### src/rtl/tt_um_hoene_led_pkg.sv
// Shared state encoding and 50 MHz default timing constants for the smart-LED bit decoder.
package tt_um_hoene_led_pkg;

    typedef enum logic [1:0] {
        IDLE  = 2'd0,
        HIGH  = 2'd1,
        LOW   = 2'd2,
        ERROR = 2'd3
    } state_t;

    localparam int DEF_CNT_W        = 12;
    localparam int DEF_THRESHOLD    = 30;
    localparam int DEF_HIGH_MAX     = 100;
    localparam int DEF_RESET_CYCLES = 2500;

endpackage

### src/rtl/tt_um_hoene_pulse_timer.sv
// Saturating run-length counter: clear restarts the run (at 1 when inc is also set).
module tt_um_hoene_pulse_timer
    import tt_um_hoene_led_pkg::*;
#(
    parameter int CNT_W = DEF_CNT_W
) (
    input  logic             clk,
    input  logic             rst_n,
    input  logic             clear,
    input  logic             inc,
    output logic [CNT_W-1:0] cnt
);

    logic [CNT_W-1:0] cnt_reg;

    always_ff @(posedge clk) begin
        if (!rst_n) begin
            cnt_reg <= '0;
        end else if (clear) begin
            cnt_reg <= {{(CNT_W-1){1'b0}}, inc};
        end else if (inc && (cnt_reg != {CNT_W{1'b1}})) begin
            cnt_reg <= cnt_reg + 1'b1;
        end
    end

    assign cnt = cnt_reg;

endmodule

### src/rtl/tt_um_hoene_led_bit_decoder.sv
// Pulse-width decoder: classifies filtered high pulses as bits, assembles MSB-first bytes,
// and flags line reset (long low) and overlong highs.
module tt_um_hoene_led_bit_decoder
    import tt_um_hoene_led_pkg::*;
#(
    parameter int CNT_W        = DEF_CNT_W,
    parameter int THRESHOLD    = DEF_THRESHOLD,
    parameter int HIGH_MAX     = DEF_HIGH_MAX,
    parameter int RESET_CYCLES = DEF_RESET_CYCLES
) (
    input  logic       clk,
    input  logic       rst_n,
    input  logic       din,
    output logic [7:0] data_out,
    output logic       data_valid,
    output logic       led_reset,
    output logic       error,
    output logic       busy
);

    localparam logic [CNT_W-1:0] THRESH_C  = CNT_W'(THRESHOLD);
    localparam logic [CNT_W-1:0] HIGH_LAST = CNT_W'(HIGH_MAX - 1);
    localparam logic [CNT_W-1:0] LOW_LAST  = CNT_W'(RESET_CYCLES - 1);

    state_t           state_reg;
    logic [6:0]       shift_reg;
    logic [2:0]       bit_cnt_reg;
    logic [7:0]       data_out_reg;
    logic             data_valid_reg;
    logic             led_reset_reg;
    logic             error_reg;

    logic [CNT_W-1:0] cnt;
    logic             cnt_clear;
    logic             cnt_inc;
    logic             high_last;
    logic             low_last;
    logic             bit_val;

    // cnt holds the length of the current run up to (not including) this sample.
    assign high_last = (cnt == HIGH_LAST);
    assign low_last  = (cnt == LOW_LAST);
    assign bit_val   = (cnt >= THRESH_C);

    tt_um_hoene_pulse_timer #(
        .CNT_W (CNT_W)
    ) u_timer (
        .clk   (clk),
        .rst_n (rst_n),
        .clear (cnt_clear),
        .inc   (cnt_inc),
        .cnt   (cnt)
    );

    // Entering ERROR or IDLE zeroes the counter so the following low run counts from 1.
    always_comb begin
        cnt_clear = 1'b0;
        cnt_inc   = 1'b0;
        case (state_reg)
            IDLE: begin
                cnt_clear = 1'b1;
                cnt_inc   = din;
            end
            HIGH: begin
                if (din) begin
                    cnt_clear = high_last;
                    cnt_inc   = !high_last;
                end else begin
                    cnt_clear = 1'b1;
                    cnt_inc   = 1'b1;
                end
            end
            LOW: begin
                if (din) begin
                    cnt_clear = 1'b1;
                    cnt_inc   = 1'b1;
                end else begin
                    cnt_clear = low_last;
                    cnt_inc   = !low_last;
                end
            end
            ERROR: begin
                if (din) begin
                    cnt_clear = 1'b1;
                end else begin
                    cnt_clear = low_last;
                    cnt_inc   = !low_last;
                end
            end
            default: begin
                cnt_clear = 1'b1;
            end
        endcase
    end

    always_ff @(posedge clk) begin
        if (!rst_n) begin
            state_reg      <= IDLE;
            shift_reg      <= '0;
            bit_cnt_reg    <= '0;
            data_out_reg   <= '0;
            data_valid_reg <= 1'b0;
            led_reset_reg  <= 1'b0;
            error_reg      <= 1'b0;
        end else begin
            data_valid_reg <= 1'b0;
            led_reset_reg  <= 1'b0;
            error_reg      <= 1'b0;
            case (state_reg)
                IDLE: begin
                    if (din) state_reg <= HIGH;
                end
                HIGH: begin
                    if (din) begin
                        if (high_last) begin
                            state_reg   <= ERROR;
                            error_reg   <= 1'b1;
                            bit_cnt_reg <= '0;
                        end
                    end else begin
                        state_reg <= LOW;
                        shift_reg <= {shift_reg[5:0], bit_val};
                        if (bit_cnt_reg == 3'd7) begin
                            data_out_reg   <= {shift_reg, bit_val};
                            data_valid_reg <= 1'b1;
                        end
                        // The 3-bit counter wraps 7 -> 0 at the byte boundary.
                        bit_cnt_reg <= bit_cnt_reg + 3'd1;
                    end
                end
                LOW: begin
                    if (din) begin
                        state_reg <= HIGH;
                    end else if (low_last) begin
                        state_reg     <= IDLE;
                        led_reset_reg <= 1'b1;
                        bit_cnt_reg   <= '0;
                    end
                end
                ERROR: begin
                    if (!din && low_last) begin
                        state_reg     <= IDLE;
                        led_reset_reg <= 1'b1;
                        bit_cnt_reg   <= '0;
                    end
                end
                default: state_reg <= IDLE;
            endcase
        end
    end

    assign data_out   = data_out_reg;
    assign data_valid = data_valid_reg;
    assign led_reset  = led_reset_reg;
    assign error      = error_reg;
    assign busy       = (state_reg != IDLE);

endmodule
### config.mk
export PLATFORM = sky130hd
export DESIGN_NAME = tt_um_hoene_led_bit_decoder
export DESIGN_NICKNAME = d
export VERILOG_FILES = /design/src/rtl/tt_um_hoene_led_pkg.sv /design/src/rtl/tt_um_hoene_pulse_timer.sv /design/src/rtl/tt_um_hoene_led_bit_decoder.sv
export SDC_FILE = /design/constraint.sdc
export NUM_CORES = 1
export LEC_CHECK = 0
export CAP_MARGIN = 20
export CORE_ASPECT_RATIO = 2
export CORE_MARGIN = 2
export CORE_UTILIZATION = 54
export DETAILED_ROUTE_END_ITERATION = 16
export PLACE_DENSITY = 0.77
export SLEW_MARGIN = 10
export SYNTH_ARGS = -nofsm -noshare
export SYNTH_HDL_FRONTEND = slang
export SYNTH_SLANG_ARGS = --single-unit
### constraint.sdc
create_clock -name clk -period 4.7 [get_ports clk]
set_input_delay 1.175 -clock clk [delete_from_list [all_inputs] [get_ports clk]]
set_output_delay 1.175 -clock clk [all_outputs]
set_load 0.02 [all_outputs]
# Word-level counts from Yosys, hierarchy flattened
# Cells that the tools add are included.
# W data, S select, Z words.
dict set report classes {
  n_addsub 2
  order_cmp 1
  eq_ne 13
  n_mux 28
  bitwise 3
  reduce_logical 17
}
# op count
set ops {}
lappend ops {{$mux W3} 5}
lappend ops {{$add A12 B1 Y12 const B} 1}
lappend ops {{$eq A12 B12 Y1 const B} 1}
lappend ops {{$eq A12 B7 Y1 const B} 1}
lappend ops {{$ge A12 B5 Y1 const B} 1}
lappend ops {{$mux W1} 12}
lappend ops {{$mux W2} 6}
lappend ops {{$ne A12 B12 Y1 const B} 1}
lappend ops {{$pmux W3 S3} 1}
lappend ops {{$ne A2 B2 Y1 const B} 4}
lappend ops {{$pmux W2 S4} 1}
lappend ops {{$ne A3 B3 Y1 const B} 2}
lappend ops {{$reduce_and A3 Y1} 2}
lappend ops {{$reduce_and A5 Y1} 1}
lappend ops {{$eq A2 B2 Y1 const B} 2}
lappend ops {{$pmux W1 S4} 1}
lappend ops {{$reduce_and A4 Y1} 1}
lappend ops {{$reduce_bool A2 Y1} 2}
lappend ops {{$reduce_or A2 Y1} 2}
lappend ops {{$add A3 B1 Y3 const B} 1}
lappend ops {{$eq A3 B3 Y1 const B} 1}
lappend ops {{$logic_not A1 Y1} 3}
lappend ops {{$not A1 Y1} 3}
lappend ops {{$pmux W1 S3} 1}
lappend ops {{7 further kinds} 8}
dict set report totals {
  register_bits 35
  input_bits 3
  output_inout_bits 12
  word_cells 73
}

# Logic depth before layout (Yosys ltp)
dict set report logic_depth {
  ltp_word 7
  depth_mapped 7
  depth_no_buf 6
}

# Modules after synthesis
# Synthesis repeated with hierarchy kept, for this count alone.
dict set report unflattened {
  cells_unflattened 192
  hier_area_um2 1630.3
}
# module instances cells_each area_each_um2 seq_area_each_um2
set by_module_without_submodules {}
lappend by_module_without_submodules {tt_um_hoene_led_bit_decoder 1 116 984.7 460.4}
lappend by_module_without_submodules {tt_um_hoene_pulse_timer 1 76 645.6 240.2}

# Worst setup path after synthesis
# No wires, ideal clock.
dict set report synth_path {
  path_type {register to register}
  from {reg u_timer.cnt_reg[1], in the netlist u_timer.cnt[1]}
  to {reg u_timer.cnt_reg[0], in the netlist u_timer.cnt[0]}
  setup_ps 120
  t_arrival_ps 2422
  t_required_ps 4580
  slack_ps 2158
  stages_incl_launch_ff 8
  path_buffers 1
  period_less_slack_ps 2542
  path_cell_list {dfxtp_1 -> ha_1 -> or4b_4 -> or4_4 -> a211oi_4 -> buf_6 -> nor2_1 -> o31a_1}
}
dict set report synth_via {
  elab_chain_len 6
  elab_cells_between_ends 15
  cone_classes {eq/ne (3); mux (8); reduce/logical (4)}
}
# item line
set synth_rtl {}
lappend synth_rtl {{start, declared} tt_um_hoene_pulse_timer.sv:14} ;# logic [CNT_W-1:0] cnt_reg;
lappend synth_rtl {{start signal, assigned} tt_um_hoene_pulse_timer.sv:20} ;# cnt_reg <= {{(CNT_W-1){1'b0}}, inc};
lappend synth_rtl {{start signal, assigned} tt_um_hoene_pulse_timer.sv:22} ;# cnt_reg <= cnt_reg + 1'b1;
lappend synth_rtl {{$eq A12 B12 Y1 / $eq A12 B7 Y1 (equally long branches)} {tt_um_hoene_led_bit_decoder.sv:42, tt_um_hoene_led_bit_decoder.sv:41}}
lappend synth_rtl {{$logic_not A1 Y1 (on tied branches)} {tt_um_hoene_led_bit_decoder.sv:79, tt_um_hoene_led_bit_decoder.sv:87, tt_um_hoene_led_bit_decoder.sv:67}}
lappend synth_rtl {{$mux W1 (on tied branches)} {tt_um_hoene_led_bit_decoder.sv:83, tt_um_hoene_led_bit_decoder.sv:65, tt_um_hoene_led_bit_decoder.sv:74}}
lappend synth_rtl {{$pmux W1 S4} tt_um_hoene_led_bit_decoder.sv:59} ;# case (state_reg)
lappend synth_rtl {{$logic_and A1 B1 Y1} tt_um_hoene_pulse_timer.sv:21} ;# end else if (inc && (cnt_reg != {CNT_W{1'b1}})) begin
lappend synth_rtl {{$reduce_bool A2 Y1 (no source line)} -}
# Several ways; a longest one is shown, not always the timed one.
# A chain may end at the register's enable or synchronous reset.

# Worst setup path after layout
dict set report layout_path {
  from {in din}
  to {reg u_timer.cnt_reg[7], in the netlist u_timer.cnt[7]}
}
dict set report layout_via {
  elab_chain_len 3
  elab_cells_between_ends 9
  cone_classes {mux (7); reduce/logical (2)}
}
# item line
set layout_rtl {}
lappend layout_rtl {{start, declared} tt_um_hoene_led_bit_decoder.sv:13} ;# input logic din,
lappend layout_rtl {{$mux W1 (on tied branches)} {tt_um_hoene_led_bit_decoder.sv:74, tt_um_hoene_led_bit_decoder.sv:83, tt_um_hoene_led_bit_decoder.sv:65}}
lappend layout_rtl {{$pmux W1 S3 / $pmux W1 S4 (equally long branches)} tt_um_hoene_led_bit_decoder.sv:59}
lappend layout_rtl {{$reduce_or A2 Y1 (no source line) / $logic_and A1 B1 Y1 (equally long branches)} -}
# Several ways; a longest one is shown, not always the timed one.

==> summary.txt <==
Outcome
  – Status: finished clean

STA
  – Period utilization: 71.44%
  – Fmax: 0.2978 GHz
  – Tightest Pin Transition: 0.7805 ns
  – RSZ-0062 raised after global routing: no
  – Pins Over Slew Limit: 0
  – Final setup fails: 0
  – Clk_skew: 0.005937 ns
  – Final Hold Viols: 0
  – Final min period: 3.358 ns
  – Slew Limit Headroom: 47.80%
  – Post-route setup TNS: 0 ns
  – Hold_ws: 0.4549 ns

Synth
  – Post-synth ARST share: 0%
  – Most common cell in the netlist: nand2_1
  – Warnings from Yosys: 0
  – Largest family of logic cells by synthesized area: simple AND/OR/NAND/NOR gates
  – Primary FF master, synth: dfxtp_1
  – Post-Synth Simple-Gate Area: 30.49%
  – Area leader, netlist: dfxtp_1
  – Synth Area per Inst: 8.391 um2
  – Post-Syn Instances: 201
  – XOR/XNOR Fraction of Synth Area: 0.5193%
  – Synth cell count leaders: nand2_1, dfxtp_1, a21oi_1
  – Synth Area in Adders: 2.967%
  – Seq/Total Area, Yosys: 41.54%
  – Syn nets: 208
  – Synth area leaders: dfxtp_1, nand2_1, a21oi_1
  – Post-synth top area share: 41.54%
  – EDFF count, synth: 0
  – Compound-Gate Fraction of Synth Area: 19.66%
  – Seq cells post-synth: 35
  – Synthesized area: 0.001687 mm2
  – Mux cell area share after synthesis: 1.261%
  – Yosys cell types: 48

Finish
  – Layout fillers: 248
  – Share of layout cells above drive strength 1: 8.019%
  – Final cell count without fillers: 242
  – Area Overhead vs Synth: 12.61%
  – Multi-input logic area: 925.9 um2
  – Sequential Area: 700.7 um2
  – Nets: 219
  – Max reg flops: 12
  – Fin area: 0.001899 mm2
  – N_diodes: 0

Setup path
  – Crit path kind: in2reg
  – R2R Setup Slk: 1.59 ns
  – Reg2reg start: u_timer.cnt[1]$_SDFFE_PP0P_
  – Worst Path Required: 4.87 ns
  – Crit start category: primary input
  – CP Capture Type: flop
  – Crit path DAT: 3.53 ns
  – Critical R2R Capture: u_timer.cnt[7]$_SDFFE_PP0P_
  – R2R cell count: 6
  – Worst-path fanout max: 22

Die
  – Die ar.: 0.003614 mm2
  – Die W: 43.52 um
  – Starting Density: 56.64%
  – I/O pin total: 15
  – Num rows: 28
  – Height of the chip: 83.04 um
  – Core ar.: 0.002978 mm2

Hold path
  – Hold EP: data_out[6]$_SDFFE_PN0P_
  – Hold path depth: 2
  – HP Class: reg2reg
  – Min-Delay Startpoint: data_out[6]$_SDFFE_PN0P_

CTS
  – CTS tree: built
  – CTS Buffer Depth: 2
  – CTS resizes: 0
  – Num CTS Buffers: 5
  – # Post-CTS Setup Buffers: 0
  – CTS Root Buffer Type: clkbuf_8
  – Clk Latency, worst-skew pair: 0.28 ns
  – Clk sinks: 35
  – H-tree level count: 2
  – CTS Hold Bufs: 0
  – Reg clk slew, reported paths: 0.07 ns

Power and ir drop
  – Pwr Density: 291.8 mW/mm2
  – VDD IR-drop max: 0.0002177 V
  – Leak Pwr: 0.6146 nW

Placed design
  – PortBufs: 14
  – Placed insts: 235
  – Routability cong.: 0.9089
  – Area after DPL: 0.001812 mm2
  – Hpwl dp: 2603 um

Drt
  – DRC errors left: 0
  – Total Wirelength: 3516 um
  – Detailed-route wire length per cell: 14.53 um
  – Via density: 6.211
  – Pre-antenna DRT Iters: 4
  – Initial DRC Count: 75
  – Total number of vias: 1503
  – Post-route ant nets: 0

Global routing
  – First-pass GRT wire length: 6016 um
  – GRT overflow: 0
  – Initial antenna violation count: 0
  – Largest net degree at the start of global routing: 23
  – Vias in the first global route: 1441
  – Total GRT Usage: 21.12%

Flow run
  – Max-cap violations: 0
stage by stage:
step / total power [W] / worst slack [ns] / utilization [%]
floorplan: 0.0003401 / 2.158 / -
global placement: 0.0003442 / 1.173 / 60.84
detailed placement: 0.0003453 / 1.058 / 60.84
CTS: 0.0005587 / 1.369 / 63.78
global route: 0.0005757 / 1.186 / 63.78
finish: 0.0005542 / 1.342 / 63.78
where the power goes:
part / switching [W] / internal [W] / total [W] / leakage [nW]
Sequential: 0.00000465 / 0.000300 / 0.000304 / 0.283
Combinational: 0.0000215 / 0.0000127 / 0.0000342 / 0.285
Clock: 0.000101 / 0.000115 / 0.000216 / 0.0470
placed cells by master, fill, tap and decap left out, types with 2 or more instances in the layout:
cell	n
a211oi_1	2
o21ai_0	4
o21ai_1	7
nor2b_1	3
ha_1	4
nand3_1	10
or4_1	4
clkbuf_8	6
a31oi_1	2
clkdlybuf4s50_1	14
a21boi_1	8
nand2b_1	4
and4b_1	2
a21oi_1	14
dfxtp_1	35
nand2_1	36
nor3_1	3
or3_1	9
nor2_1	12
nand4_1	3
and3_1	2
layout make-up:
| type | instances | share of cell area (%) |
|---|---|---|
| Timing Repair Buffer | 14 | 7.378 |
| Sequential cell | 35 | 36.89 |
| Clock inverter | 1 | 0.2635 |
| Inverter | 2 | 0.3953 |
| Multi-Input combinational cell | 154 | 48.75 |
| Tap cell | 30 | 1.976 |
| Clock buffer | 6 | 4.348 |
worst max-delay path, stage by stage:
cell	delay (ns)
clkdlybuf4s50_1	0.67
nand3_1	0.12
or4_4	0.45
a211oi_4	0.71
nor2b_1	0.11
o221a_2	0.29
logic make-up after synthesis:
group                      count (synthesis)
muxes                                      2
xor gates and xnor gates                   1
buffers and inverters                     12
and+or+nand+nor                           98
DFF                                       35
AOI/OAI and AO/OA                         49
adders and majority gates                  4
worst max-delay path by stage:
stage | start | endpoint | slack, ns | depth (start not counted)
4_1_cts | din | u_timer.cnt[7]$_SDFFE_PP0P_ | 1.37 | 6
3_3_place_gp | din | u_timer.cnt[7]$_SDFFE_PP0P_ | 1.17 | 6
5_1_grt | din | u_timer.cnt[7]$_SDFFE_PP0P_ | 1.19 | 6
3_5_place_dp | din | u_timer.cnt[7]$_SDFFE_PP0P_ | 1.06 | 6
2_1_floorplan | u_timer.cnt[1]$_SDFFE_PP0P_ | u_timer.cnt[0]$_SDFFE_PN0P_ | 2.16 | 7
6_report | din | u_timer.cnt[7]$_SDFFE_PP0P_ | 1.34 | 6
per-layer routing:
metal	part of all wire, %	routed length [um]	GRT usage [%]	vias to the layer above
li1	-	-	-	746
met1	38	1340	21.56	692
met2	53	1876	35.41	47
met3	4.0	139	5.217	18
met4	4.6	161	14.88	0
met5	0	0	0	-
Note: power is estimated with default switching activity, not from simulation.
